### src/rtl/fpu_issue_queue_if.sv
// fpu_issue_queue_if
// Groups the issue queue's dispatch, CDB, flush, FPU issue and occupancy
// signals. The clock and reset are not part of this bundle.
//   master : the environment side. It drives dispatch, the CDB and flush, and
//            it observes the issue outputs.
//   slave  : the issue queue itself.
// DEPTH sets the width of count. It must match the DEPTH of the attached
// queue.
interface fpu_issue_queue_if #(
  parameter int DEPTH = 4
);
  localparam int CW = $clog2(DEPTH) + 1;

  logic          flush;
  // dispatch
  logic          disp_valid;
  logic          disp_ready;
  logic [4:0]    disp_funct5;
  logic [2:0]    disp_rob_idx;
  logic          disp_src1_rdy;
  logic          disp_src2_rdy;
  logic [31:0]   disp_src1_val;
  logic [31:0]   disp_src2_val;
  logic [2:0]    disp_src1_tag;
  logic [2:0]    disp_src2_tag;
  // common data bus
  logic          cdb_valid;
  logic [2:0]    cdb_rob_idx;
  logic [31:0]   cdb_data;
  // FPU issue
  logic          fpu_start;
  logic [4:0]    funct5;
  logic [31:0]   operand1;
  logic [31:0]   operand2;
  logic [2:0]    EXE_rob_idx;
  logic [CW-1:0] count;

  modport master (
    output flush, disp_valid, disp_funct5, disp_rob_idx,
           disp_src1_rdy, disp_src2_rdy, disp_src1_val, disp_src2_val,
           disp_src1_tag, disp_src2_tag, cdb_valid, cdb_rob_idx, cdb_data,
    input  disp_ready, fpu_start, funct5, operand1, operand2, EXE_rob_idx, count
  );

  modport slave (
    input  flush, disp_valid, disp_funct5, disp_rob_idx,
           disp_src1_rdy, disp_src2_rdy, disp_src1_val, disp_src2_val,
           disp_src1_tag, disp_src2_tag, cdb_valid, cdb_rob_idx, cdb_data,
    output disp_ready, fpu_start, funct5, operand1, operand2, EXE_rob_idx, count
  );
endinterface

### src/rtl/fpu_issue_queue.sv
// fpu_issue_queue
// Compacting issue queue in front of the pipelined FADD.S/FSUB.S unit.
// Renamed ops wait here until both source operands are valid. Missing operands
// are captured from the CDB. The oldest ready op issues, at most one per cycle.
// Ports:
//   clk : clock
//   rst : synchronous, active-high reset
//   bus : fpu_issue_queue_if.slave, which carries dispatch in, CDB in, flush
//         in, the registered FPU issue outputs and the occupancy count.
module fpu_issue_queue #(
  parameter int DEPTH = 4
) (
  input  logic             clk,
  input  logic             rst,
  fpu_issue_queue_if.slave bus
);
  localparam int IW = (DEPTH > 1) ? $clog2(DEPTH) : 1;
  localparam int CW = $clog2(DEPTH) + 1;

  typedef struct packed {
    logic        valid;
    logic [4:0]  funct5;
    logic [2:0]  rob_idx;
    logic        src1_rdy;
    logic [2:0]  src1_tag;
    logic [31:0] src1_val;
    logic        src2_rdy;
    logic [2:0]  src2_tag;
    logic [31:0] src2_val;
  } entry_t;

  // Entry 0 is always the oldest. Valid entries occupy indices 0..count-1.
  entry_t        q     [DEPTH];
  entry_t        q_wk  [DEPTH];  // stored entries after this cycle's CDB capture
  entry_t        q_nxt [DEPTH];  // after removal, compaction and write
  entry_t        new_entry;

  logic [CW-1:0] count_q;
  logic [CW-1:0] count_nxt;
  logic [CW-1:0] wr_idx;
  logic          disp_fire;
  logic          sel_found;
  logic [IW-1:0] sel_idx;

  logic          fpu_start_q;
  logic [4:0]    funct5_q;
  logic [31:0]   operand1_q;
  logic [31:0]   operand2_q;
  logic [2:0]    exe_rob_idx_q;

  // Captures a CDB result into any waiting source of an entry. This serves
  // both for stored entries and for the bypass of an op being dispatched.
  function automatic entry_t wake(entry_t e, logic cv, logic [2:0] ct,
                                  logic [31:0] cd);
    entry_t r;
    r = e;
    if (e.valid && cv && !e.src1_rdy && (e.src1_tag == ct)) begin
      r.src1_rdy = 1'b1;
      r.src1_val = cd;
    end
    if (e.valid && cv && !e.src2_rdy && (e.src2_tag == ct)) begin
      r.src2_rdy = 1'b1;
      r.src2_val = cd;
    end
    return r;
  endfunction

  // A full queue refuses dispatch even when it issues in the same cycle.
  assign bus.disp_ready = (count_q < CW'(DEPTH));
  assign disp_fire      = bus.disp_valid && bus.disp_ready;

  // Select the oldest entry whose registered rdy bits are both set. A wakeup
  // therefore becomes visible to select one cycle after the broadcast.
  always_comb begin
    // NOTE: every signal written here gets a default first, so that no path
    // leaves it unassigned and no latch is inferred.
    sel_found = 1'b0;
    sel_idx   = '0;
    for (int i = DEPTH - 1; i >= 0; i--) begin
      if (q[i].valid && q[i].src1_rdy && q[i].src2_rdy) begin
        sel_found = 1'b1;
        sel_idx   = IW'(i);
      end
    end
  end

  always_comb begin
    new_entry          = '0;
    new_entry.valid    = 1'b1;
    new_entry.funct5   = bus.disp_funct5;
    new_entry.rob_idx  = bus.disp_rob_idx;
    new_entry.src1_rdy = bus.disp_src1_rdy;
    new_entry.src1_tag = bus.disp_src1_tag;
    new_entry.src1_val = bus.disp_src1_val;
    new_entry.src2_rdy = bus.disp_src2_rdy;
    new_entry.src2_tag = bus.disp_src2_tag;
    new_entry.src2_val = bus.disp_src2_val;
    new_entry          = wake(new_entry, bus.cdb_valid, bus.cdb_rob_idx, bus.cdb_data);

    for (int i = 0; i < DEPTH; i++) begin
      q_wk[i] = wake(q[i], bus.cdb_valid, bus.cdb_rob_idx, bus.cdb_data);
    end

    // Entries above the issued one shift down by one, so age order is kept.
    for (int i = 0; i < DEPTH - 1; i++) begin
      q_nxt[i] = (sel_found && (IW'(i) >= sel_idx)) ? q_wk[i+1] : q_wk[i];
    end
    q_nxt[DEPTH-1] = sel_found ? '0 : q_wk[DEPTH-1];

    // The first free slot after compaction. disp_fire implies count < DEPTH,
    // so wr_idx always fits in an entry index.
    wr_idx = count_q - CW'(sel_found);
    if (disp_fire) begin
      q_nxt[wr_idx[IW-1:0]] = new_entry;
    end

    count_nxt = count_q + CW'(disp_fire) - CW'(sel_found);
  end

  // NOTE: sequential state uses non-blocking assignments only, so every
  // register samples pre-edge values regardless of statement order.
  always_ff @(posedge clk) begin
    if (rst) begin
      // NOTE: only the valid bits of the entry storage are reset. The payload
      // is ignored while valid is low, so it needs no reset of its own.
      for (int i = 0; i < DEPTH; i++) begin
        q[i].valid <= 1'b0;
      end
      count_q       <= '0;
      fpu_start_q   <= 1'b0;
      funct5_q      <= '0;
      operand1_q    <= '0;
      operand2_q    <= '0;
      exe_rob_idx_q <= '0;
    end else if (bus.flush) begin
      // A squash drops every entry and any issue of this cycle. The data
      // outputs keep their last values.
      for (int i = 0; i < DEPTH; i++) begin
        q[i].valid <= 1'b0;
      end
      count_q     <= '0;
      fpu_start_q <= 1'b0;
    end else begin
      q           <= q_nxt;
      count_q     <= count_nxt;
      fpu_start_q <= sel_found;
      if (sel_found) begin
        funct5_q      <= q[sel_idx].funct5;
        operand1_q    <= q[sel_idx].src1_val;
        operand2_q    <= q[sel_idx].src2_val;
        exe_rob_idx_q <= q[sel_idx].rob_idx;
      end
    end
  end

  assign bus.fpu_start   = fpu_start_q;
  assign bus.funct5      = funct5_q;
  assign bus.operand1    = operand1_q;
  assign bus.operand2    = operand2_q;
  assign bus.EXE_rob_idx = exe_rob_idx_q;
  assign bus.count       = count_q;
endmodule

### src/flat_wrapper.sv
// flat-port wrapper written by rule: the top's interface ports become plain ports
module fpu_issue_queue_flat 
#(
  parameter int DEPTH = 4
)
  (clk, rst, bus_flush, bus_disp_valid, bus_disp_funct5, bus_disp_rob_idx, bus_disp_src1_rdy, bus_disp_src2_rdy, bus_disp_src1_val, bus_disp_src2_val, bus_disp_src1_tag, bus_disp_src2_tag, bus_cdb_valid, bus_cdb_rob_idx, bus_cdb_data, bus_disp_ready, bus_fpu_start, bus_funct5, bus_operand1, bus_operand2, bus_EXE_rob_idx, bus_count);
  fpu_issue_queue_if #(.DEPTH(DEPTH)) bus_i ();
  input  logic clk;
  input  logic rst;
  input wire logic [$bits(bus_i.flush)-1:0] bus_flush;
  input wire logic [$bits(bus_i.disp_valid)-1:0] bus_disp_valid;
  input wire logic [$bits(bus_i.disp_funct5)-1:0] bus_disp_funct5;
  input wire logic [$bits(bus_i.disp_rob_idx)-1:0] bus_disp_rob_idx;
  input wire logic [$bits(bus_i.disp_src1_rdy)-1:0] bus_disp_src1_rdy;
  input wire logic [$bits(bus_i.disp_src2_rdy)-1:0] bus_disp_src2_rdy;
  input wire logic [$bits(bus_i.disp_src1_val)-1:0] bus_disp_src1_val;
  input wire logic [$bits(bus_i.disp_src2_val)-1:0] bus_disp_src2_val;
  input wire logic [$bits(bus_i.disp_src1_tag)-1:0] bus_disp_src1_tag;
  input wire logic [$bits(bus_i.disp_src2_tag)-1:0] bus_disp_src2_tag;
  input wire logic [$bits(bus_i.cdb_valid)-1:0] bus_cdb_valid;
  input wire logic [$bits(bus_i.cdb_rob_idx)-1:0] bus_cdb_rob_idx;
  input wire logic [$bits(bus_i.cdb_data)-1:0] bus_cdb_data;
  output wire logic [$bits(bus_i.disp_ready)-1:0] bus_disp_ready;
  output wire logic [$bits(bus_i.fpu_start)-1:0] bus_fpu_start;
  output wire logic [$bits(bus_i.funct5)-1:0] bus_funct5;
  output wire logic [$bits(bus_i.operand1)-1:0] bus_operand1;
  output wire logic [$bits(bus_i.operand2)-1:0] bus_operand2;
  output wire logic [$bits(bus_i.EXE_rob_idx)-1:0] bus_EXE_rob_idx;
  output wire logic [$bits(bus_i.count)-1:0] bus_count;
  assign bus_i.flush = bus_flush;
  assign bus_i.disp_valid = bus_disp_valid;
  assign bus_i.disp_funct5 = bus_disp_funct5;
  assign bus_i.disp_rob_idx = bus_disp_rob_idx;
  assign bus_i.disp_src1_rdy = bus_disp_src1_rdy;
  assign bus_i.disp_src2_rdy = bus_disp_src2_rdy;
  assign bus_i.disp_src1_val = bus_disp_src1_val;
  assign bus_i.disp_src2_val = bus_disp_src2_val;
  assign bus_i.disp_src1_tag = bus_disp_src1_tag;
  assign bus_i.disp_src2_tag = bus_disp_src2_tag;
  assign bus_i.cdb_valid = bus_cdb_valid;
  assign bus_i.cdb_rob_idx = bus_cdb_rob_idx;
  assign bus_i.cdb_data = bus_cdb_data;
  assign bus_disp_ready = bus_i.disp_ready;
  assign bus_fpu_start = bus_i.fpu_start;
  assign bus_funct5 = bus_i.funct5;
  assign bus_operand1 = bus_i.operand1;
  assign bus_operand2 = bus_i.operand2;
  assign bus_EXE_rob_idx = bus_i.EXE_rob_idx;
  assign bus_count = bus_i.count;
  fpu_issue_queue #(.DEPTH(DEPTH)) u_core (.clk(clk), .rst(rst), .bus(bus_i));
endmodule
### config.mk
export PLATFORM = sky130hd
export DESIGN_NAME = fpu_issue_queue_flat
export DESIGN_NICKNAME = d
export VERILOG_FILES = /design/src/rtl/fpu_issue_queue_if.sv /design/src/rtl/fpu_issue_queue.sv /design/src/flat_wrapper.sv
export SDC_FILE = /design/constraint.sdc
export NUM_CORES = 1
export LEC_CHECK = 0
export BUFFER_PORTS_ARGS = -buffer_cell sky130_fd_sc_hd__buf_4
export CAP_MARGIN = 20
export CORE_MARGIN = 8
export CORE_UTILIZATION = 40
export DETAILED_ROUTE_END_ITERATION = 12
export GPL_TIMING_DRIVEN = 0
export SETUP_SLACK_MARGIN = 0.1
export SLEW_MARGIN = 10
export SYNTH_ARGS = -nofsm -noshare
export SYNTH_HDL_FRONTEND = slang
export SYNTH_SLANG_ARGS = --single-unit
### constraint.sdc
create_clock -name clk -period 18.2 [get_ports clk]
set_input_delay 0.91 -clock clk [delete_from_list [all_inputs] [get_ports clk]]
set_output_delay 0.91 -clock clk [all_outputs]
set_load 0.05 [all_outputs]
## Yosys cells after proc, flatten, opt, wreduce, memory -nomap -nowiden

Cells that the tools add are included.

- Register bits: 400
- Input bits: 120
- Word-level logic and storage cells: 155

- Add/subtract/negate cells: 3
- $lt $le $gt $ge: 7
- Equal/unequal tests: 10
- Mux-type cells: 39
- Bitwise gates (word level): 4
- Reduce and logical (&&, ||, !) cells: 50

Operator list:

| cell | count |
|---|---|
| $mux W81 | 5 |
| $bwmux W324 | 1 |
| $mux W324 | 1 |
| $mux W32 | 10 |
| $bmux W81 S2 | 1 |
| $demux W81 S2 | 1 |
| $mux W80 | 2 |
| $logic_and A1 B1 Y1 | 37 |
| $eq A3 B3 Y1 | 10 |
| $mux W1 | 14 |
| $logic_not A1 Y1 | 10 |
| $mux W2 | 4 |
| $ge A3 B3 Y1 const B | 2 |
| $not A2 Y3 | 2 |
| $ge A1 B2 Y1 const A | 2 |
| $reduce_and A2 Y1 | 2 |
| $add A3 B1 Y3 | 1 |
| $lt A3 B1 Y1 const B | 1 |
| $lt A3 B3 Y1 const B | 1 |
| $sub A3 B1 Y3 | 1 |
| $ge A2 B2 Y1 const A | 1 |
| $not A1 Y1 | 2 |
| $reduce_or A2 Y1 | 1 |
| $sub A2 B1 Y2 | 1 |

## Logic depth before layout (Yosys ltp)

- Word-level depth: 14
- Depth in mapped cells: 15
- Depth with buffers taken out: 12

## Worst setup path before layout

No wires, ideal clock.

- Kind: input to register
- Start: input port bus_flush
- End: register u_core.q[0] (netlist bit) (enable)
- Data arrival time: 7.719 ns
- Required time: 17.532 ns
- Setup slack: 9.813 ns
- Stages: 4
- Buffers on the path: 2
- Cells stage by stage: or2_2 -> clkbuf_1 -> clkbuf_1 -> inv_1

- Longest elaborated chain between the ends: 2

RTL lines:

| item | RTL line | RTL |
|---|---|---|
| start, declared | flat_wrapper.sv:10 | `input wire logic [$bits(bus_i.flush)-1:0] bus_flush;` |
| $not A1 Y1 (no line) | -- |  |
| $reduce_and A2 Y1 (no line) | -- |  |
| end signal, assigned | fpu_issue_queue.sv:144 | `q <= q_nxt;` |
| end, declared | fpu_issue_queue.sv:33 | `entry_t q [DEPTH];` |

No other way between the ends.
A chain may end at the register's enable or synchronous reset.

==> impl_metrics.ini <==
[outcome]
status = finished clean

[power]
internal_power_mw = 1.688
pwr_density_cell_nw_per_um2 = 85.52
power_mw = 2.340
ir_drop_mv = 0.06737
leakagePower_nw = 9.967
swShare = 0.2787
power.share.sequential = 0.462
switchingPower_mw = 0.6523
combPwrFrac = 0.136
clockPowerShare = 0.402

[place]
io_buffers = 192
place_ws_ns = 12.69
place_congestion = 0.9328
dp_hpwl_um = 70030
placed_area_um2 = 25890

[sta]
final-setup-viol-count = 0
fmax_mhz = 172.6
fin_crit_sh = 0.3184
worst_slew_pin_slew_ns = 1.129
fin_skew_ns = 0.01657
rsz0062_at_grt = false
fin_ws_ns = 12.41
slew_viol_final = 0
slew_headroom = 0.2476
layout_min_cycle_time_ns = 5.795
tns_ns = 0
finalHoldViolCount = 0

[detailed_routing]
ant_nets = 0
num_vias = 22670
drt-total-wl_um = 101900
first_pass_iters = 6
vias_per_cell = 6.668
drcViolationCount = 0
drtIter0Drc = 3481
wire_per_inst_um = 29.98

[yosys]
syn-instance-count = 2349
synth_cell_type_count = 54
netlist_area_um2 = 23400
ys_top_cells_by_count = 327 x nand2_1, 320 x edfxtp_1, 176 x clkbuf_1
synth_top_area_frac = 0.4106
synthTopCellsByArea = edfxtp_1 41%, dfxtp_1 6.8%, mux2i_1 6.8%
synth_seq_cells = 400
yosysWarningCount = 0
synthArstFlopShare = 0
syn_nets = 2474
ys_dominant_reg_cell = edfxtp_1
synth_area_leader_cell = edfxtp_1
yosysSeqAreaShare = 0.4790
avgSynthCellArea_um2 = 9.963
yosysMostFrequentCell = nand2_1
synth_edf_count = 320

[cts]
clock_path_buffers = 3
hold_buffers = 0
cts_tree = built
cts_root_buf = clkbuf_16
clk_latency_ns = 0.61
ctsResizeCount = 0
cts_max_level = 2
cts_sinks = 400
cts_buffers = 48
cts_setup_buffers = 0
clk_pin_slew_ns = 0.07

[hold_path]
hp-class = reg -> reg
min_to = u_core.bus.operand2[9]$_SDFFE_PP0P_
hold_start = u_core.bus.operand2[9]$_SDFFE_PP0P_
min_path_cells = 1

[grt]
antenna_found_initial = 0
grt_pass1_wl_um = 146300
grt_pass1_vias = 22020
grt_start_max_net_pins = 103
grt_overflow = 0
track_usage = 0.2884

[critical_path]
worst_ep_arrival_time_ns = 6.10
path_cells = nand3_1, nand3_1, clkbuf_1, nor2_1, buf_2, buf_1, inv_1, ha_1, and3_1, clkbuf_1, clkbuf_1, clkbuf_1, a21oi_1
path_buf_inv = 7
path_delay_family = buffers and inverters
crit_required_ns = 18.51
cp_common_cell = clkbuf_1
rr_startpoint = u_core.q[278]$_DFFE_PP_
reg2reg_slack_ns = 12.41
critical_path_peak_fanout = 10
worstSetupPathType = reg -> reg
end_kind = flip-flop
cp_slowest_cell = clkbuf_1
critPathLaunchType = flip-flop
r2r-end = u_core.q[262]$_DFFE_PP_
reg2reg_depth = 13
slowest_delay_ns = 0.68

[floorplanning]
core_area_um2 = 57810
start_util = 0.4049
ios = 197
die_y_um = 257.9
die_area_um2 = 66500
rows = 88
die_width_um = 257.9

[layout]
fin_nets = 2719
area_growth_syn_to_layout_pct = 16.93
fin_area_um2 = 27370
drive_gt1_frac = 0.1606

[job]
max-cap-violations = 0
==> power groups by stage <==
stage	registers, mW	clock network (mW)	logic [mW]
final	1.08	0.941	0.319
after global routing	1.08	0.976	0.334
after CTS	1.08	0.942	0.310
after detailed placement	1.10	0	0.308
after global placement	1.11	0	0.298
after floorplan	1.11	0	0.181
==> layout make-up <==
cell class                      instances  area, um2
Inverter                                9      41.29
Multi-Input combinational cell       1672      10910
Tap cell                              765      957.2
Fill cell                            5509      30440
Clock inverter                         15      103.9
Sequential cell                       400      11210
Buffer                                268       1251
Antenna cell                            1      2.502
Clock buffer                           75       1364
Timing Repair Buffer                  195       1524
==> cells by family after synthesis <==
group / Yosys count / share of synthesized area
buffers and inverters: 277 / 0.05491
XOR/XNOR: 32 / 0.01262
adder cells (fa/ha/maj): 5 / 0.002994
flip-flops: 400 / 0.4790
AO/OA/AOI/OAI: 866 / 0.2589
AND/OR/NAND/NOR: 575 / 0.1068
multiplexers: 194 / 0.08479
==> metal layers <==
metal	vias up	track usage	wire, um
met3	296	0.07578	11780
met1	11030	0.3767	39710
met2	1645	0.4383	44880
li1	9698	-	-
met4	0	0.1470	5552
met5	-	0	0
==> worst register-to-register path: cells and delay by family, from the launching register on <==
kind | cells | cell delay [ns]
AO/OA/AOI/OAI | 1 | 0.16
flip-flops | 1 | 0.48
AND/OR/NAND/NOR | 4 | 1.23
buffers and inverters | 7 | 3.21
adder cells (fa/ha/maj) | 1 | 0.43
==> flip-flops by register name, indices dropped and copies added (netlist names) <==
| name | cells |
|---|---|
| u_core.bus.fpu_start | 1 |
| u_core.bus.funct5 | 5 |
| u_core.bus.count | 3 |
| u_core.bus.operand1 | 32 |
| u_core.bus.operand2 | 32 |
| u_core.bus.EXE_rob_idx | 3 |
| u_core.q | 324 |
==> stage by stage <==
stage	cells	hold slack, ns	util
after floorplan	2349	0.4891	-
after global placement	3306	0.4672	0.4464
after detailed placement	3309	0.4713	0.4480
after CTS	3399	0.4852	0.4734
after global routing	3399	0.5035	0.4734
final	3400	0.4838	0.4734
==> cells in the final DEF (no fill, tap or decap), drive strengths merged, types with 2 or more instances in the layout <==
master	Yosys	final
nand2	327	327
edfxtp	320	320
buf	91	286
clkbuf	177	252
o21ai	165	165
mux2i	160	160
a221oi	121	121
a21oi	121	121
o22ai	120	120
nor2	109	109
a22oi	103	103
a22o	86	86
dfxtp	80	80
a31oi	68	68
nand3	56	56
and3	49	49
mux2	34	34
a2111oi	32	32
a311oi	25	25
xor2	20	20
o221ai	19	19
xnor2	12	12
clkinv	0	12
inv	9	11
nand3b	8	8
nor4	6	6
nor3	5	5
ha	4	4
nor3b	3	3
or3	3	3
and2	3	3
o311ai	2	2
a211o	2	2
==> worst max path at each step <==
stage / slack [ns] / depth (start not counted) / to / start
detailed placement: 12.69 / 14 / u_core.q[1]$_DFFE_PP_ / u_core.q[278]$_DFFE_PP_
global route: 12.30 / 14 / u_core.q[28]$_DFFE_PP_ / u_core.q[278]$_DFFE_PP_
finish: 12.41 / 13 / u_core.q[262]$_DFFE_PP_ / u_core.q[278]$_DFFE_PP_
global placement: 5.69 / 5 / u_core.q[124]$_DFFE_PP_ / bus_flush
floorplan: 9.81 / 4 / u_core.q[0]$_DFFE_PP_ / bus_flush
CTS: 12.67 / 14 / u_core.q[5]$_DFFE_PP_ / u_core.q[278]$_DFFE_PP_
(Power assumes the default switching activity.)
